<file path="config.mk">
export PLATFORM = sky130hd
export DESIGN_NAME = pulse_stretcher_flat
export DESIGN_NICKNAME = d
export VERILOG_FILES = /design/src/rtl/pulse_stretcher_if.sv /design/src/rtl/pulse_stretcher.sv /design/src/flat_wrapper.sv
export SDC_FILE = /design/constraint.sdc
export NUM_CORES = 1
export LEC_CHECK = 0
export CORE_ASPECT_RATIO = 0.9
export CORE_MARGIN = 5
export CORE_UTILIZATION = 56
export CTS_CLUSTER_SIZE = 10
export DETAILED_ROUTE_END_ITERATION = 8
export HOLD_SLACK_MARGIN = 0.15
export PLACE_DENSITY = 0.77
export SETUP_SLACK_MARGIN = 0.3
export SLEW_MARGIN = 20
export SYNTH_ARGS = -nofsm -noshare
export SYNTH_HDL_FRONTEND = slang
export SYNTH_SLANG_ARGS = --single-unit
</file>
<file path="constraint.sdc">
create_clock -name clk -period 2.85 [get_ports clk]
set_input_delay 0.7125 -clock clk [delete_from_list [all_inputs] [get_ports clk]]
set_output_delay 0.7125 -clock clk [all_outputs]
set_load 0.05 [all_outputs]
</file>
<file path="src/rtl/pulse_stretcher_if.sv">
// Request/status bundle for pulse_stretcher: trig goes in; the stretched
// pulse, busy flag, queue depth and drop indication come out.
interface pulse_stretcher_if #(
    parameter int PEND_MAX = 7
);
    localparam int PEND_W = $clog2(PEND_MAX + 1);

    logic              trig;
    logic              pulse_out;
    logic              busy;
    logic [PEND_W-1:0] pending;
    logic              overflow;

    modport master (
        output trig,
        input  pulse_out,
        input  busy,
        input  pending,
        input  overflow
    );

    modport slave (
        input  trig,
        output pulse_out,
        output busy,
        output pending,
        output overflow
    );
endinterface

</file>
<file path="src/rtl/pulse_stretcher.sv">
// Stretches each trig request into an ON_CYCLES-wide pulse followed by at least
// OFF_CYCLES low, queueing up to PEND_MAX requests that arrive meanwhile.
module pulse_stretcher #(
    parameter int ON_CYCLES  = 256,
    parameter int OFF_CYCLES = 256,
    parameter int PEND_MAX   = 7
) (
    input  logic               clk,
    input  logic               rst_n,
    pulse_stretcher_if.slave   bus
);
    localparam int CNT_MAX = (ON_CYCLES > OFF_CYCLES) ? ON_CYCLES : OFF_CYCLES;
    localparam int CNT_W   = $clog2(CNT_MAX + 1);
    localparam int PEND_W  = $clog2(PEND_MAX + 1);

    localparam logic [CNT_W-1:0]  ON_LOAD   = CNT_W'(ON_CYCLES);
    localparam logic [CNT_W-1:0]  OFF_LOAD  = CNT_W'(OFF_CYCLES);
    localparam logic [CNT_W-1:0]  CNT_ONE   = CNT_W'(1);
    localparam logic [PEND_W-1:0] PEND_ONE  = PEND_W'(1);
    localparam logic [PEND_W-1:0] PEND_FULL = PEND_W'(PEND_MAX);

    typedef enum logic [1:0] {
        IDLE = 2'd0,
        ON   = 2'd1,
        OFF  = 2'd2
    } state_t;

    state_t            state_q;
    logic [CNT_W-1:0]  cnt_q;
    logic [PEND_W-1:0] pend_q;
    logic              pulse_q;
    logic              busy_q;
    logic              ovf_q;
    logic              armed_q;

    logic trig_v;
    logic last_cnt;
    logic off_end;
    logic pend_nz;
    logic pend_full;
    logic consume_pend;
    logic consume_trig;

    // armed_q masks trig on the first edge after reset release
    assign trig_v       = bus.trig & armed_q;
    assign last_cnt     = (cnt_q == CNT_ONE);
    assign off_end      = (state_q == OFF) && last_cnt;
    assign pend_nz      = (pend_q != '0);
    assign pend_full    = (pend_q == PEND_FULL);
    assign consume_pend = off_end && pend_nz;
    assign consume_trig = off_end && !pend_nz && trig_v;

    always_ff @(posedge clk or negedge rst_n) begin
        if (!rst_n) begin
            state_q <= IDLE;
            cnt_q   <= '0;
            pend_q  <= '0;
            pulse_q <= 1'b0;
            busy_q  <= 1'b0;
            ovf_q   <= 1'b0;
            armed_q <= 1'b0;
        end else begin
            armed_q <= 1'b1;
            ovf_q   <= 1'b0;

            case (state_q)
                IDLE: begin
                    if (trig_v) begin
                        state_q <= ON;
                        cnt_q   <= ON_LOAD;
                        pulse_q <= 1'b1;
                        busy_q  <= 1'b1;
                    end
                end
                ON: begin
                    if (last_cnt) begin
                        state_q <= OFF;
                        cnt_q   <= OFF_LOAD;
                        pulse_q <= 1'b0;
                    end else begin
                        cnt_q <= cnt_q - CNT_ONE;
                    end
                end
                OFF: begin
                    if (last_cnt) begin
                        if (pend_nz || trig_v) begin
                            state_q <= ON;
                            cnt_q   <= ON_LOAD;
                            pulse_q <= 1'b1;
                        end else begin
                            state_q <= IDLE;
                            cnt_q   <= '0;
                            busy_q  <= 1'b0;
                        end
                    end else begin
                        cnt_q <= cnt_q - CNT_ONE;
                    end
                end
                default: begin
                    state_q <= IDLE;
                    cnt_q   <= '0;
                    pulse_q <= 1'b0;
                    busy_q  <= 1'b0;
                end
            endcase

            // A trig coinciding with a queue pop replaces the popped entry
            if (consume_pend) begin
                if (!trig_v) begin
                    pend_q <= pend_q - PEND_ONE;
                end
            end else if (trig_v && (state_q != IDLE) && !consume_trig) begin
                if (!pend_full) begin
                    pend_q <= pend_q + PEND_ONE;
                end else begin
                    ovf_q <= 1'b1;
                end
            end
        end
    end

    assign bus.pulse_out = pulse_q;
    assign bus.busy      = busy_q;
    assign bus.pending   = pend_q;
    assign bus.overflow  = ovf_q;
endmodule

</file>
<file path="src/flat_wrapper.sv">
// flat-port wrapper written by rule: the top's interface ports become plain ports
module pulse_stretcher_flat 
#(
    parameter int ON_CYCLES  = 256,
    parameter int OFF_CYCLES = 256,
    parameter int PEND_MAX   = 7
)
  (clk, rst_n, bus_trig, bus_pulse_out, bus_busy, bus_pending, bus_overflow);
  pulse_stretcher_if #(.PEND_MAX(PEND_MAX)) bus_i ();
  input  logic clk;
  input  logic rst_n;
  input wire logic [$bits(bus_i.trig)-1:0] bus_trig;
  output wire logic [$bits(bus_i.pulse_out)-1:0] bus_pulse_out;
  output wire logic [$bits(bus_i.busy)-1:0] bus_busy;
  output wire logic [$bits(bus_i.pending)-1:0] bus_pending;
  output wire logic [$bits(bus_i.overflow)-1:0] bus_overflow;
  assign bus_i.trig = bus_trig;
  assign bus_pulse_out = bus_i.pulse_out;
  assign bus_busy = bus_i.busy;
  assign bus_pending = bus_i.pending;
  assign bus_overflow = bus_i.overflow;
  pulse_stretcher #(.ON_CYCLES(ON_CYCLES), .OFF_CYCLES(OFF_CYCLES), .PEND_MAX(PEND_MAX)) u_core (.clk(clk), .rst_n(rst_n), .bus(bus_i));
endmodule
</file>
==> results of run 1 <==
==> worst paths after layout <==
kind | startpoint | to | slack, ns | depth (start not counted)
hold / removal | u_core.cnt_q[6] | u_core.cnt_q[6] | 0.56 | 1
min in group asynchronous | rst_n | u_core.cnt_q[1] | 0.89 | 1
setup reg to reg | u_core.cnt_q[1] | u_core.bus.pending[2] | 0.66 | 7
max in group asynchronous | rst_n | u_core.bus.pending[0] | 1.46 | 1
hold reg to reg | u_core.cnt_q[6] | u_core.cnt_q[6] | 0.56 | 1
setup / recovery | u_core.bus.pending[1] | bus_pending[1] | 0.54 | 1
==> logic make-up (layout without fill, tap and decap cells) <==
group                      count (synthesis)  count (layout)  synth area share (%)
DFF                                       18              18                  41.3
adders and majority gates                  3               3                  4.13
and+or+nand+nor                           47              47                  24.3
other                                      1               1                 0.344
muxes                                      3               3                  2.87
AOI/OAI and AO/OA                         36              36                  21.1
xor gates and xnor gates                   3               3                  2.41
buffers and inverters                     10              18                  3.44
==> flip-flops by register name, summed over array words and instances, names as in the netlist <==
signal	count
u_core.cnt_q	9
u_core.armed_q	1
u_core.bus.pulse_out	1
u_core.bus.overflow	1
u_core.state_q	2
u_core.bus.pending	3
u_core.bus.busy	1
==> where the power goes <==
part           leakage (nW)  total [mW]  internal (mW)  switching (mW)
clock network        0.0138       0.126         0.0491          0.0769
logic                 0.271       0.757          0.306           0.452
registers             0.217       0.509          0.357           0.152
==> per-layer routing <==
layer	global-route usage (%)	up-vias
met3	2.73	4
met1	22.6	430
met4	7.91	0
li1	-	456
met5	0	-
met2	27.3	21
==> cell type report <==
cell class	count	area (µm²)	share of cell area, %
inverter	7	26.3	2.17
sequential	18	450	37.2
timing repair buffer	8	80.1	6.60
tap	25	31.3	2.58
clock buffer	3	22.5	1.86
multi-input combinational	93	602	49.6
==> cell usage in the layout, fill, tap and decap left out, types with 4 or more instances in the layout <==
| master | synthesis | final |
|---|---|---|
| a21oi_1 | 7 | 7 |
| clkdlybuf4s50_1 | 0 | 8 |
| dfrtp_1 | 18 | 18 |
| inv_1 | 7 | 7 |
| nand2_1 | 13 | 13 |
| nor2_1 | 12 | 12 |
| o211ai_1 | 4 | 4 |
| o21ai_0 | 12 | 12 |
==> Yosys cell counts (all sizes together) (2+ instances only) <==
cell     n  area [µm²]
o211ai   4        30.0
ha       2        25.0
o22ai    3        31.3
nand2   13        48.8
nor2    12        45.0
and2     2        15.0
dfrtp   18         450
inv      7        26.3
xnor2    3        26.3
or3      3        18.8
nor4     3        18.8
o21ai   14        70.1
nor4b    2        32.5
mux2i    2        20.0
nor2b    2        12.5
clkbuf   3        11.3
nor3     3        15.0
o31ai    3        22.5
a21oi    7        35.0
==> metrics by stage <==
step                      cells  hold WS [ns]  cell area [µm²]
after global routing        154         0.576             1210
after global placement      151         0.535             1190
after CTS                   154         0.557             1210
final                       154         0.556             1210
after detailed placement    151         0.542             1190
after floorplan             121         0.417             1090
==> impl_metrics.csv, run 1 <==
group,metric,value,unit
synthesis,synth_cells,121,
synthesis,yosys_register_bits,18,
timing,hold_violations,0,
synthesis,synth_nets,127,
clock_tree,htree_levels,1,
critical_path,critPathBufInv,1,
clock_tree,path_clk_slew,0.10,ns
timing,period_share,80.9,%
routing,wl_met1,1050,µm
finish,area_growth,11.3,%
floorplanning,die_h,51.9,µm
critical_path,cp_cell_sequence,"clkdlybuf4s50_1",
hold_path,hold_class,"reg2reg",
timing,rsz0062_at_grt,"no",
routing,wl_met3,69,µm
synthesis,synth-edff-count,0,
timing,fin_tns_setup,0,ns
floorplanning,die_x,56.5,µm
clock_tree,cts_root_buf,"clkbuf_4",
critical_path,required,2.14,ns
floorplanning,die_area,2930,µm²
floorplanning,start_util,58.1,%
pwr,total_power,1.39,mW
clock_tree,clk_latency,0.29,ns
timing,finalSetupViolations,0,
routing,highest_layer,"met4",
finish,postLayoutCoreUtil,64.6,%
routing,routedWlPerCell,13.7,µm
finish,fin_nets,137,
synthesis,netlist_area,1090,µm²
grt,grt_pass1_vias,880,
routing,vias,911,
routing,routed_wl,2110,µm
clock_tree,cts_tree,"built",
critical_path,crit_family,"buffers and inverters",
clock_tree,cts.sinks,18,
grt,grt_max_degree,19,
clock_tree,clk_path_buf_depth,2,
routing,wl_met2,967,µm
synthesis,synth_flop_cell,"dfrtp_1",
critical_path,timing_worst_setup_path_type,"reg2out",
timing,skew,0.00243,ns
timing,slew_headroom,45.1,%
run,maxCapViolCount,0,
synthesis,synth_warnings,0,
pwr,p_per_area,1150,nW/µm²
routing,drtIter0Drc,16,
grt,antenna_found_initial,0,
routing,drc,0,
run_status,outcome,"finished clean",
timing,period_needed,2.31,ns
timing,worst_pin_slew,0.822,ns
critical_path,slowest_stage,"clkdlybuf4s50_1",
synthesis,ys_seq_area_share,41.3,%
routing,via_per_inst,5.92,
pwr,cellLeakagePower,0.501,nW
synthesis,synth.distinct_cells,38,
timing,slew_violations,0,
synthesis,synthArstFlopShare,100,%
placed_design,dp_slack,0.521,ns
clock_tree,post_cts_resized,0,
clock_tree,cts_setup_buffers,0,
placed_design,gp_congestion,0.800,
critical_path,worstPathArrival,1.59,ns
placed_design,portBuffers,8,
routing,dr.pass1.iters,4,
critical_path,cpPeakStageDelay,0.84,ns
floorplanning,coreArea,1880,µm²
clock_tree,cts_buffers,3,
floorplanning,rows,15,
pwr,ir_drop,0.639,mV
critical_path,endpoint_kind,"output pin",
critical_path,worstPathMaxFanout,6,
placed_design,dpl.hpwl,1570,µm
timing,fmax,0.434,GHz
finish,fillCellCount,158,
finish,n_antenna_cell,0,
floorplanning,design.portCount,9,
synthesis,syn_area_per_cell,9.01,µm²
grt,grtUsageTotal,17.0,%
grt,grt_overflow_total,0,
clock_tree,hold_buffers,0,
finish,drive_above_1_share,8.53,%
critical_path,start_kind,"register",
grt,grt_pass1_wl,3870,µm
timing,fin_ws,0.545,ns
routing,antenna_left,0,
Power figures use the tool's default switching activity.
==> inputs of run 2 (changes only) <==
==> constraint.sdc (replaced) <==
create_clock -name clk -period 2.4 [get_ports clk]
set_input_delay 0.6 -clock clk [delete_from_list [all_inputs] [get_ports clk]]
set_output_delay 0.6 -clock clk [all_outputs]
set_load 0.05 [all_outputs]
==> run 2 against run 1 <==
Against the previous run: sequential share of layout area shrank 2.8 points; total power is 28% higher; clock power up 27%; die area stayed put; clock skew hardly changed.
==> impl_metrics.csv, run 2 (synthesis results as in run 1) <==
group,metric,value,unit
pwr,p_seq_share,33.6,%
timing,worst_pin_slew,0.724,ns
grt,grt_pass1_wl,4240,µm
clock_tree,cts.sinks,18,
critical_path,worstRegToRegCells,7,
timing,slew_violations,0,
timing,skew,0.00292,ns
critical_path,cp_cell_sequence,"nor4_2, nand4b_1, or3_4, fa_2, a211oi_1, mux2_2, nor2_1",
routing,dr.pass1.iters,4,
pwr,ir_drop,0.827,mV
timing,slew_headroom,51.4,%
routing,via_per_inst,5.87,
timing,fin_tns_setup,0,ns
hold_path,min_delay_path_depth,1,
finish,n_antenna_cell,0,
routing,antenna_left,0,
clock_tree,cts_buffers,3,
pwr,p_per_area,1340,nW/µm²
routing,routed_wl,2340,µm
finish,final_cell_mix,"14 x dfrtp_1, 13 x nand2_1, 12 x nor2_1, 12 x o21ai_0, 8 x buf_4",
floorplanning,die_x,56.5,µm
critical_path,r2r_setup_slack,0.29,ns
timing,period_needed,2.11,ns
clock_tree,hold_buffers,0,
critical_path,r2r_start,"u_core.cnt_q[6]",
pwr,p_sw_share,48.3,%
timing,finalSetupViolations,0,
placed_design,postPlaceCellArea,1220,µm²
grt,grt_overflow_total,0,
grt,grt_pass1_vias,948,
hold_path,hold-path-endpoint,"u_core.cnt_q[7]",
hold_path,min_from,"u_core.cnt_q[7]",
timing,fin_ws,0.289,ns
critical_path,crit_path_start,"u_core.cnt_q[6]",
critical_path,slowest_stage,"dfrtp_2",
critical_path,required,2.59,ns
floorplanning,start_util,58.1,%
finish,top_register,"u_core.cnt_q",
floorplanning,design.portCount,9,
finish,layout_commonest_cell,"dfrtp_1",
finish,largest_reg_flops,9,
hold_path,hold_class,"reg2reg",
floorplanning,rows,15,
pwr,pwr-share-comb,57.5,%
pwr,clkPwrFrac,9.0,%
run_status,outcome,"finished clean",
grt,antenna_found_initial,0,
placed_design,gp_congestion,0.846,
pwr,switchingPower,860,µW
pwr,p_int,922,µW
clock_tree,htree_levels,1,
finish,fin_nets,145,
finish,final_area,1330,µm²
clock_tree,cts_root_buf,"clkbuf_4",
timing,period_share,88.0,%
routing,drtIter0Drc,29,
grt,grtUsageTotal,18.5,%
pwr,cellLeakagePower,0.553,nW
clock_tree,clk_path_buf_depth,2,
critical_path,timing_worst_setup_path_type,"reg2reg",
finish,drive_above_1_share,21.7,%
finish,area_growth,21.7,%
clock_tree,clk_latency,0.29,ns
placed_design,dpl.hpwl,1640,µm
routing,drc,0,
timing,rsz0062_at_grt,"yes",
critical_path,worstPathMaxFanout,4,
critical_path,cpPeakStageDelay,0.44,ns
floorplanning,die_h,51.9,µm
placed_design,dp_slack,0.118,ns
clock_tree,cts_tree,"built",
floorplanning,coreArea,1880,µm²
finish,instances_no_fill,163,
routing,vias,956,
placed_design,portBuffers,8,
grt,grt_max_degree,19,
critical_path,worstPathArrival,2.30,ns
critical_path,r2r_end,"u_core.bus.pending[2]",
critical_path,start_kind,"register",
floorplanning,die_area,2930,µm²
clock_tree,path_clk_slew,0.10,ns
critical_path,endpoint_kind,"register",
timing,hold_violations,0,
timing,fmax,0.474,GHz
placed_design,placedCellCount,154,
routing,routedWlPerCell,14.4,µm
run,maxCapViolCount,0,
-- run 2: cell types whose count changed in the layout (fill, tap and decap cells not counted), sizes merged --
cell,previous run,this run
buf,0,8
clkdlybuf4s50,8,3
dlygate4sd2,0,3
dlymetal6s2s,0,2
clkbuf,3,4
-- run 2: how the worst max path moves through the flow --
stage,end,cells past startpoint
after CTS,u_core.bus.pending[2],7
after global routing,u_core.bus.pending[2],7
after global placement,u_core.cnt_q[5],6
final,u_core.bus.pending[2],7
after floorplan,u_core.bus.pending[2],8
after detailed placement,u_core.cnt_q[5],6
-- run 2: layout make-up --
class / instances / area [µm²]
clock buffer: 4 / 26.3
tap: 25 / 31.3
fill: 147 / 551
multi-input combinational: 93 / 646
inverter: 7 / 26.3
timing repair buffer: 16 / 141
sequential: 18 / 455
-- run 2: what timing repair did --
item	CTS	global route
pin swaps	0	2
endpoints found under the setup margin	4	11
setup buffers	0	5
hold endpoints to repair	0	0
gates resized for setup	4	11
-- run 2: power groups by stage --
stage / clock network, mW / registers, mW / logic (mW)
floorplan: 0 / 0.659 / 0.629
global placement: 0 / 0.587 / 0.920
detailed placement: 0 / 0.592 / 0.940
CTS: 0.166 / 0.589 / 0.931
global route: 0.186 / 0.618 / 1.15
finish: 0.160 / 0.598 / 1.02
-- run 2: through the flow --
| stage | utilization (%) | hold slack, ns | power [mW] |
|---|---|---|---|
| after floorplan | - | 0.304 | 1.29 |
| after CTS | 66.4 | 0.567 | 1.69 |
| final | 70.7 | 0.523 | 1.78 |
| after detailed placement | 64.9 | 0.549 | 1.53 |
| after global routing | 70.7 | 0.550 | 1.95 |
| after global placement | 64.9 | 0.541 | 1.51 |
-- run 2: critical path: cells and delay by family, from the launching register on --
kind,cells,cell delay (ns)
adder cells (fa/ha/maj),1,0.37
multiplexers,1,0.17
AO/OA/AOI/OAI,1,0.17
flip-flops,1,0.44
AND/OR/NAND/NOR,4,0.86
-- run 2: per-layer routing --
layer | track usage, % | up-vias | wire, µm
met5 | 0 | - | 0
met4 | 7.91 | 0 | 25
met3 | 3.97 | 4 | 103
met2 | 30.0 | 28 | 1130
met1 | 23.8 | 454 | 1080
li1 | - | 470 | -
==> inputs of run 3 (changes only) <==
--- a/config.mk
+++ b/config.mk
@@ -17,3 +17,4 @@
 export SYNTH_ARGS = -nofsm -noshare
 export SYNTH_HDL_FRONTEND = slang
 export SYNTH_SLANG_ARGS = --single-unit
+export TNS_END_PERCENT = 20
==> run 3 against run 2 <==
Against the previous run: non-clock buffer count unchanged; register-to-register slack hardly changed; via count up 1.9%; sequential cell count stayed put; die area unchanged; fmax shrank 2.5%; critical path type is now reg2out.
==> impl_metrics.csv, run 3 (synthesis results as in run 1) <==
group,metric,value,unit
placed_design,gp_congestion,0.846,
grt,grt_overflow_total,0,
finish,top_register,"u_core.cnt_q",
finish,instances_no_fill,163,
hold_path,hold_class,"reg2reg",
routing,antenna_left,0,
routing,wl_met2,1160,µm
critical_path,start_kind,"register",
timing,fin_ws,0.235,ns
grt,grtUsageTotal,18.5,%
routing,vias,974,
critical_path,crit_family,"buffers and inverters",
routing,via_per_inst,5.98,
finish,final_cell_mix,"14 x dfrtp_1, 13 x nand2_1, 12 x nor2_1, 12 x o21ai_0, 8 x buf_4",
routing,dr.pass1.iters,4,
run_status,outcome,"finished clean",
critical_path,cp_cell_sequence,"clkdlybuf4s50_1",
pwr,cellLeakagePower,0.540,nW
critical_path,slowest_stage,"clkdlybuf4s50_1",
grt,antenna_found_initial,0,
routing,drc,0,
finish,fin_nets,145,
timing,hold_violations,0,
floorplanning,die_area,2930,µm²
clock_tree,cts.sinks,18,
critical_path,cpPeakStageDelay,0.83,ns
finish,largest_reg_flops,9,
placed_design,portBuffers,8,
floorplanning,rows,15,
timing,skew,0.00238,ns
timing,finalSetupViolations,0,
timing,period_share,90.2,%
timing,slew_headroom,50.8,%
grt,grt_max_degree,19,
clock_tree,path_clk_slew,0.10,ns
critical_path,required,1.80,ns
critical_path,critPathBufInv,1,
placed_design,placedCellCount,154,
routing,highest_layer,"met4",
timing,fin_tns_setup,0,ns
timing,worst_pin_slew,0.733,ns
finish,drive_above_1_share,21.0,%
critical_path,worstPathMaxFanout,6,
critical_path,worstPathArrival,1.57,ns
finish,layout_commonest_cell,"dfrtp_1",
routing,routed_wl,2390,µm
clock_tree,htree_levels,1,
clock_tree,cts_root_buf,"clkbuf_4",
clock_tree,clk_latency,0.29,ns
timing,period_needed,2.17,ns
timing,rsz0062_at_grt,"yes",
finish,area_growth,20.3,%
clock_tree,cts_tree,"built",
pwr,ir_drop,0.884,mV
floorplanning,die_x,56.5,µm
timing,slew_violations,0,
grt,grt_pass1_vias,948,
floorplanning,design.portCount,9,
timing,fmax,0.462,GHz
floorplanning,coreArea,1880,µm²
floorplanning,die_h,51.9,µm
placed_design,dp_slack,0.118,ns
routing,drtIter0Drc,22,
placed_design,dpl.hpwl,1640,µm
clock_tree,cts_buffers,3,
routing,routedWlPerCell,14.6,µm
run,maxCapViolCount,0,
critical_path,endpoint_kind,"output pin",
critical_path,timing_worst_setup_path_type,"reg2out",
finish,n_antenna_cell,0,
routing,wl_met1,1110,µm
grt,grt_pass1_wl,4240,µm
clock_tree,clk_path_buf_depth,2,
pwr,p_per_area,1360,nW/µm²
floorplanning,start_util,58.1,%
routing,wl_met3,83,µm
-- run 3: cell types whose count changed in the layout (fill, tap and decap cells not counted) --
| cell | previous run | this run |
|---|---|---|
| clkdlybuf4s50_1 | 3 | 7 |
| dlygate4sd2_1 | 3 | 1 |
| dlymetal6s2s_1 | 2 | 0 |
| ha_2 | 0 | 1 |
| ha_4 | 1 | 0 |
| or2_1 | 0 | 1 |
| or2_4 | 1 | 0 |
-- run 3: per-stage QoR --
step           area (µm²)  hold slack (ns)  util [%]  power [mW]
2_1_floorplan        1090            0.304         -        1.29
3_3_place_gp         1220            0.541      64.9        1.51
3_5_place_dp         1220            0.549      64.9        1.53
4_1_cts              1250            0.567      66.5        1.70
5_1_grt              1310            0.550      69.9        1.95
6_report             1310            0.523      69.9        1.78
-- run 3: routing by layer --
metal | vias to the layer above | track usage, %
met5 | - | 0
met4 | 0 | 7.91
met3 | 6 | 3.97
met2 | 23 | 30.0
met1 | 476 | 23.8
li1 | 469 | -
-- run 3: final timing paths --
path,start,end,slack (ns),depth (start not counted)
max in group asynchronous,rst_n,u_core.bus.pending[1],1.56,2
min in group asynchronous,rst_n,u_core.cnt_q[7],0.63,2
worst min-delay path,u_core.cnt_q[7],u_core.cnt_q[7],0.52,1
worst min register to register,u_core.cnt_q[7],u_core.cnt_q[7],0.52,1
worst max register to register,u_core.cnt_q[6],u_core.bus.pending[2],0.30,7
worst max-delay path,u_core.bus.pending[0],bus_pending[0],0.23,1
-- run 3: power by group --
part	total, mW	switching, mW	leakage [nW]	internal [mW]
registers	0.596	0.166	0.211	0.430
clock network	0.161	0.0963	0.0150	0.0647
logic	1.03	0.596	0.314	0.431
-- run 3: what timing repair did --
action                     4_1_cts  5_1_grt
setup endpoints to repair        4       13
pin swaps                        0        2
resized for setup                2        7
buffers inserted                 0        5
hold buffers                     0        0
-- run 3: layout make-up --
type,instances,area [µm²]
repair buffers,16,139
flip-flops and latches,18,455
inverters,7,26.3
well taps,25,31.3
clock buffers,4,26.3
multi-input cells,93,633
fillers,152,566
